File: src/rtl/gpio_rx_pkg.sv
// gpio_rx_pkg: shared types and constants for the GPIO pixel receiver.
package gpio_rx_pkg;
  localparam int LANES = 4;
  localparam int PIX_W = 24;
  typedef enum logic [1:0] {WAIT_R, WAIT_G, WAIT_B} rx_state_t;
  // For a marker entry the processor's pixel count rides in r.
  typedef struct packed {
    logic        is_marker;
    logic [31:0] r;
    logic [31:0] g;
    logic [31:0] b;
  } fifo_entry_t;
  function automatic logic [PIX_W-1:0] lane_pix(input fifo_entry_t e, input logic [1:0] k);
    return {e.r[8*k +: 8], e.g[8*k +: 8], e.b[8*k +: 8]};
  endfunction
endpackage

File: src/rtl/gpio_rx_fifo.sv
// gpio_rx_fifo: synchronous show-ahead FIFO with full/empty and same-cycle push/pop.
// Ports: clk, rst (async, active-high), push_i/din_i write side, pop_i read side,
// dout_o head entry (valid while !empty_o), full_o/empty_o status.
module gpio_rx_fifo #(
  parameter int DEPTH = 8,
  parameter int W     = 97
) (
  input  logic         clk,
  input  logic         rst,
  input  logic         push_i,
  input  logic [W-1:0] din_i,
  input  logic         pop_i,
  output logic [W-1:0] dout_o,
  output logic         full_o,
  output logic         empty_o
);
  localparam int AW = $clog2(DEPTH);
  logic [W-1:0] mem_q [DEPTH];
  logic [AW:0] wr_q, rd_q;
  logic do_pop, do_push;
  assign empty_o = wr_q == rd_q;
  assign full_o  = (wr_q[AW] != rd_q[AW]) && (wr_q[AW-1:0] == rd_q[AW-1:0]);
  assign do_pop  = pop_i && !empty_o;
  // A pop in the same cycle frees the slot, so a push into a full FIFO still lands.
  assign do_push = push_i && (!full_o || do_pop);
  assign dout_o  = mem_q[rd_q[AW-1:0]];
  always_ff @(posedge clk or posedge rst)
    if (rst) begin
      wr_q <= '0;
      rd_q <= '0;
    end else begin
      wr_q <= wr_q + (AW+1)'(do_push);
      rd_q <= rd_q + (AW+1)'(do_pop);
    end
  always_ff @(posedge clk)
    if (do_push) mem_q[wr_q[AW-1:0]] <= din_i;
endmodule

File: src/rtl/gpio_pixel_rx.sv
// gpio_pixel_rx: captures GPIO R/G/B/end strobes, buffers 4-pixel groups, streams pixels.
// Ports: clk, rst (async, active-high); GPIO + GPIOEnR/G/B/GPIOEn strobes in;
// pix_data/pix_valid/pix_ready stream; frame_done/frame_pixels end-of-frame report;
// err_seq/err_ovf/err_cnt sticky flags cleared by err_clr.
module gpio_pixel_rx
  import gpio_rx_pkg::*;
#(
  parameter int DEPTH = 8
) (
  input  logic             clk,
  input  logic             rst,
  input  logic [31:0]      GPIO,
  input  logic             GPIOEnR,
  input  logic             GPIOEnG,
  input  logic             GPIOEnB,
  input  logic             GPIOEn,
  output logic [PIX_W-1:0] pix_data,
  output logic             pix_valid,
  input  logic             pix_ready,
  output logic             frame_done,
  output logic [31:0]      frame_pixels,
  output logic             err_seq,
  output logic             err_ovf,
  output logic             err_cnt,
  input  logic             err_clr
);
  rx_state_t   state_q, state_d;
  logic [31:0] r_q, r_d, g_q, g_d;
  fifo_entry_t push_e, head, ent_q, ent_d;
  logic        push, pop, full, empty, seq_set, ovf_set, cnt_set, multi, hs, last;
  logic        valid_q, valid_d, done_q, done_d;
  logic [1:0]  lane_q, lane_d;
  logic [31:0] cnt_q, cnt_d, fpix_q, fpix_d;
  logic        err_seq_q, err_ovf_q, err_cnt_q;
  assign multi = $countones({GPIOEn, GPIOEnR, GPIOEnG, GPIOEnB}) > 1;
  always_comb begin
    state_d = state_q;
    r_d     = r_q;
    g_d     = g_q;
    push    = 1'b0;
    push_e  = '0;
    seq_set = 1'b0;
    if (multi) seq_set = 1'b1;
    else if (GPIOEn) begin
      push    = 1'b1;
      push_e  = {1'b1, GPIO, 64'd0};
      seq_set = state_q != WAIT_R;
      state_d = WAIT_R;
    end else if (GPIOEnR) begin
      // An early R restarts the group rather than being thrown away.
      seq_set = state_q != WAIT_R;
      r_d     = GPIO;
      state_d = WAIT_G;
    end else if (GPIOEnG) begin
      seq_set = state_q != WAIT_G;
      g_d     = GPIO;
      state_d = state_q == WAIT_G ? WAIT_B : WAIT_R;
    end else if (GPIOEnB) begin
      seq_set = state_q != WAIT_B;
      push    = state_q == WAIT_B;
      push_e  = {1'b0, r_q, g_q, GPIO};
      state_d = WAIT_R;
    end
  end
  gpio_rx_fifo #(.DEPTH(DEPTH), .W($bits(fifo_entry_t))) u_fifo (
    .clk    (clk),
    .rst    (rst),
    .push_i (push),
    .din_i  (push_e),
    .pop_i  (pop),
    .dout_o (head),
    .full_o (full),
    .empty_o(empty)
  );
  assign hs   = valid_q && pix_ready;
  assign last = hs && lane_q == 2'(LANES-1);
  // Refill in the same cycle lane 3 is taken so a full FIFO streams without bubbles.
  assign pop  = !empty && (!valid_q || last);
  assign ovf_set = push && full && !pop;
  always_comb begin
    valid_d = last ? 1'b0 : valid_q;
    lane_d  = hs ? lane_q + 2'd1 : lane_q;
    ent_d   = ent_q;
    done_d  = 1'b0;
    fpix_d  = fpix_q;
    cnt_d   = cnt_q + {31'd0, hs};
    cnt_set = 1'b0;
    if (pop && head.is_marker) begin
      done_d  = 1'b1;
      fpix_d  = cnt_d;
      cnt_set = cnt_d != head.r;
      cnt_d   = '0;
    end else if (pop) begin
      ent_d   = head;
      valid_d = 1'b1;
      lane_d  = '0;
    end
  end
  always_ff @(posedge clk or posedge rst)
    if (rst) begin
      state_q   <= WAIT_R;
      r_q       <= '0;
      g_q       <= '0;
      ent_q     <= '0;
      valid_q   <= 1'b0;
      lane_q    <= '0;
      cnt_q     <= '0;
      done_q    <= 1'b0;
      fpix_q    <= '0;
      err_seq_q <= 1'b0;
      err_ovf_q <= 1'b0;
      err_cnt_q <= 1'b0;
    end else begin
      state_q   <= state_d;
      r_q       <= r_d;
      g_q       <= g_d;
      ent_q     <= ent_d;
      valid_q   <= valid_d;
      lane_q    <= lane_d;
      cnt_q     <= cnt_d;
      done_q    <= done_d;
      fpix_q    <= fpix_d;
      err_seq_q <= err_clr ? 1'b0 : err_seq_q | seq_set;
      err_ovf_q <= err_clr ? 1'b0 : err_ovf_q | ovf_set;
      err_cnt_q <= err_clr ? 1'b0 : err_cnt_q | cnt_set;
    end
  assign pix_valid    = valid_q;
  assign pix_data     = valid_q ? lane_pix(ent_q, lane_q) : '0;
  assign frame_done   = done_q;
  assign frame_pixels = fpix_q;
  assign err_seq      = err_seq_q;
  assign err_ovf      = err_ovf_q;
  assign err_cnt      = err_cnt_q;
endmodule

File: config.mk
export PLATFORM = sky130hd
export DESIGN_NAME = gpio_pixel_rx
export DESIGN_NICKNAME = d
export VERILOG_FILES = /design/src/rtl/gpio_rx_pkg.sv /design/src/rtl/gpio_rx_fifo.sv /design/src/rtl/gpio_pixel_rx.sv
export SDC_FILE = /design/constraint.sdc
export NUM_CORES = 1
export LEC_CHECK = 0
export CAP_MARGIN = 10
export CORE_MARGIN = 3
export CORE_UTILIZATION = 44
export DETAILED_ROUTE_END_ITERATION = 8
export GPL_ROUTABILITY_DRIVEN = 0
export GPL_TIMING_DRIVEN = 0
export MAX_ROUTING_LAYER = met4
export REMOVE_ABC_BUFFERS = 1
export SYNTH_ARGS = -nofsm -noshare
export SYNTH_HDL_FRONTEND = slang
export SYNTH_SLANG_ARGS = --single-unit
File: constraint.sdc
create_clock -name clk -period 18.3 [get_ports clk]
set_input_delay 5.49 -clock clk [delete_from_list [all_inputs] [get_ports clk]]
set_output_delay 5.49 -clock clk [all_outputs]
set_load 0.01 [all_outputs]
==> results of run 1 <==
[stage by stage]
stage          hold slack (ps)  setup slack [ps]    util  instances  total power [mW]
2_1_floorplan            444.6              3978       -       2055             4.583
3_3_place_gp             456.6             -8219  0.4668       3331             5.577
3_5_place_dp             465.7              8977  0.4856       3421             5.186
4_1_cts                  479.4              9635  0.5213       3606             7.198
5_1_grt                  497.2              9269  0.5213       3606             7.447
6_report                 472.7              9562  0.5213       3606             7.102
[where the power goes]
part           total [mW]  switching [mW]  internal, mW
Clock                2.00           0.850          1.15
Sequential           3.04           0.259          2.79
Combinational        2.06            1.02          1.04
[critical path, stage by stage]
cell and delay [ps]:
clkdlybuf4s50_1 500, nand2_1 150, inv_1 120, ha_1 200, ha_1 370, nand3_1 220
nor3_2 540, nand3_1 210, or3_1 470, xnor3_1 390, a211oi_1 250, nor4b_2 240
a311oi_1 110
[routing by layer]
metal / wire (µm) / global-route usage / vias to the layer above / part of all wire
met4: 1333 / 0.04420 / 0 / 0.015
met3: 4100 / 0.02211 / 94 / 0.045
met2: 43570 / 0.3096 / 474 / 0.48
met1: 42160 / 0.2950 / 10804 / 0.46
met5: 0 / - / - / 0
li1: - / - / 8872 / -
[sequential cells by signal, indices dropped and copies added, names as in the netlist]
register      cells
cnt_q            32
frame_pixels     32
ent_q            96
err_seq           1
u_fifo.wr_q       4
pix_valid         1
u_fifo.mem_q    776
state_q           2
lane_q            2
r_q              32
frame_done        1
err_cnt           1
err_ovf           1
u_fifo.rd_q       4
g_q              32
[logic make-up (layout without fill, tap and decap cells)]
kind of cell,after synthesis,in the layout
xor+xnor,71,71
buf+inv,129,382
simple gates,373,373
mux,395,395
fa+ha+maj,10,10
compound gates,182,182
flops,1017,1017
[cell usage in the layout, fill, tap and decap left out, types with 9 or more instances in the layout]
cell and count:
buf_12 30, a22o_1 34, clkbuf_1 14, nor3_1 12, xnor2_1 33, mux2_2 74
a21oi_1 37, nand3_1 19, o21ai_0 93, and2_1 90, mux2i_1 115, buf_6 34
clkbuf_16 100, clkinv_1 12, edfxtp_1 776, nand2_1 112, mux4_2 206, clkinv_2 29
buf_16 17, xor2_1 34, dfrtp_1 235, ha_1 9, clkdlybuf4s50_1 100, clkbuf_8 12
nor2_1 80
[final cells by class]
cell class	count	area (µm²)	share of cell area
Clock buffer	126	2720	0.05771
Clock inverter	59	510.5	0.01083
Inverter	7	33.78	0.0007167
Multi-Input combinational cell	1031	10470	0.2221
Sequential cell	1017	29350	0.6227
Tap cell	1176	1471	0.03122
Timing Repair Buffer	190	2580	0.05473
[worst max path at each step]
stage / start / endpoint / slack, ps
final: pix_ready / err_cnt / 9560
after global routing: pix_ready / err_cnt / 9270
after CTS: pix_ready / err_cnt / 9640
after detailed placement: pix_ready / err_cnt / 8980
after global placement: u_fifo.rd_q[0] / u_fifo.mem_q[1][16] / -8220
after floorplan: u_fifo.rd_q[0] / u_fifo.mem_q[0][0] / 3980
==> results.cfg, run 1 <==
[pwr]
p_per_area_mw_per_mm2 = 150.7
power_leakage_nw = 16.92
worst_ir_drop_vdd_uv = 104.6

[setup_path]
r2r_start = pix_valid
r2r_setup_slack_ps = 14060
crit_type = in2reg
critical_path.max_fanout = 8
cp-start-kind = input port
timing.rr.end = err_cnt
end_kind = flip-flop
arrival_ps = 9250
required_ps = 18810
ff2ff_path_depth = 13

[clocking]
cts-buffers-inserted = 98
clock-sinks = 1017
clk_latency_ps = 650
ctsResizeCount = 0
htreeDepth = 3
cts_tree = done
cts_setup_buffers = 0
path_clk_slew_ps = 60
cts_hold_buffers = 0
cts-root-buf = clkbuf_16
ctsLongestPathBuffers = 3

[grt]
grt_usage = 0.2017
grt_pass1_wl_mm = 138.0
grt_max_degree = 98
globalRoute.totalOverflow = 0
first_global_vias = 21088
grt_antenna_before_repair = 3

[synthesis]
yosys.area.top_type = edfxtp_1
synth_area_leaders = edfxtp_1 58%, dfrtp_1 15%, mux4_2 12%
synth-warning-count = 0
synth_adder_area_share = 0.003294
synth_common_cells = 776 x edfxtp_1, 241 x dfrtp_1, 206 x mux4_2
synth-async-reset-ratio = 0.2370
muxShareOfSynthArea = 0.1645
synth_ff_type = edfxtp_1
yosysUniqueCellTypes = 51
ys_ff_latch = 1017
yosysSeqAreaShare = 0.7286
synth_top_family_by_area = multiplexers
syn_avg_cell_area_um2 = 18.49
synth_edf_count = 776
synth-simple-area-share = 0.04621
synth_top_area_frac = 0.5788
synthesis.area_mm2 = 0.04026
synth_compound_area_frac = 0.02704
synthCells = 2177
yosysMostFrequentCell = edfxtp_1
synth_xor_area_frac = 0.01681

[placed_design]
port_buffers = 100
dp_hpwl_mm = 58.00
dpl_cell_area_mm2 = 0.04391

[worst_hold_path]
hold_class = reg2reg
hold-path-endpoint = ent_q[57]
hold_depth = 2
min_from = ent_q[57]

[cells_and_area]
area_growth_pct = 17.08
fin_area_mm2 = 0.04714
antenna_cells = 0
drive_gt1_frac = 0.2305
fillers = 7087
nets = 2395

[route]
drt-vias-per-instance = 5.614
wl_per_cell_um = 25.28
first_pass_iters = 5
ant_nets = 0
num_vias = 20244
drt_iter0_markers = 1845
drcViolationCount = 0
wl_mm = 91.17

[floorplanning]
fp-row-count = 110
fp.coreArea_mm2 = 0.09042
initial_core_util = 0.4452
ios = 101
die_h_um = 308.5
dieArea_mm2 = 0.09517
die_w_um = 308.5

[sta]
tightest_slew_ps = 881.5
rsz0062_at_grt = false
maxSlewHeadroom = 0.4109
period_minus_slack_ps = 8738
fin_tns_setup_ps = 0
period_share = 0.4775
final_hold_viol_count = 0
max_freq_mhz = 114.4
setup_viol = 0
slew_viol_final = 0
skew_ps = 15.95

[run_status]
status = completed

[flow_run]
maxCapViolCount = 0
(Power assumes the default switching activity.)
==> inputs of run 2 (changes only) <==
- clock period: 18.3 -> 7.3 ns (I/O delays scaled with it)
==> results of run 2 <==
Same layout as run 1 (identical final DEF). Status: completed.
Among the figures that moved: setup slack after placement 8977 ps -> 1277 ps; setup slack after layout 9562 ps -> 1862 ps; register-to-register setup slack 14060 ps -> 3060 ps; total power 7.102 mW -> 17.80 mW; worst IR drop on VDD 104.6 µV -> 262.1 µV
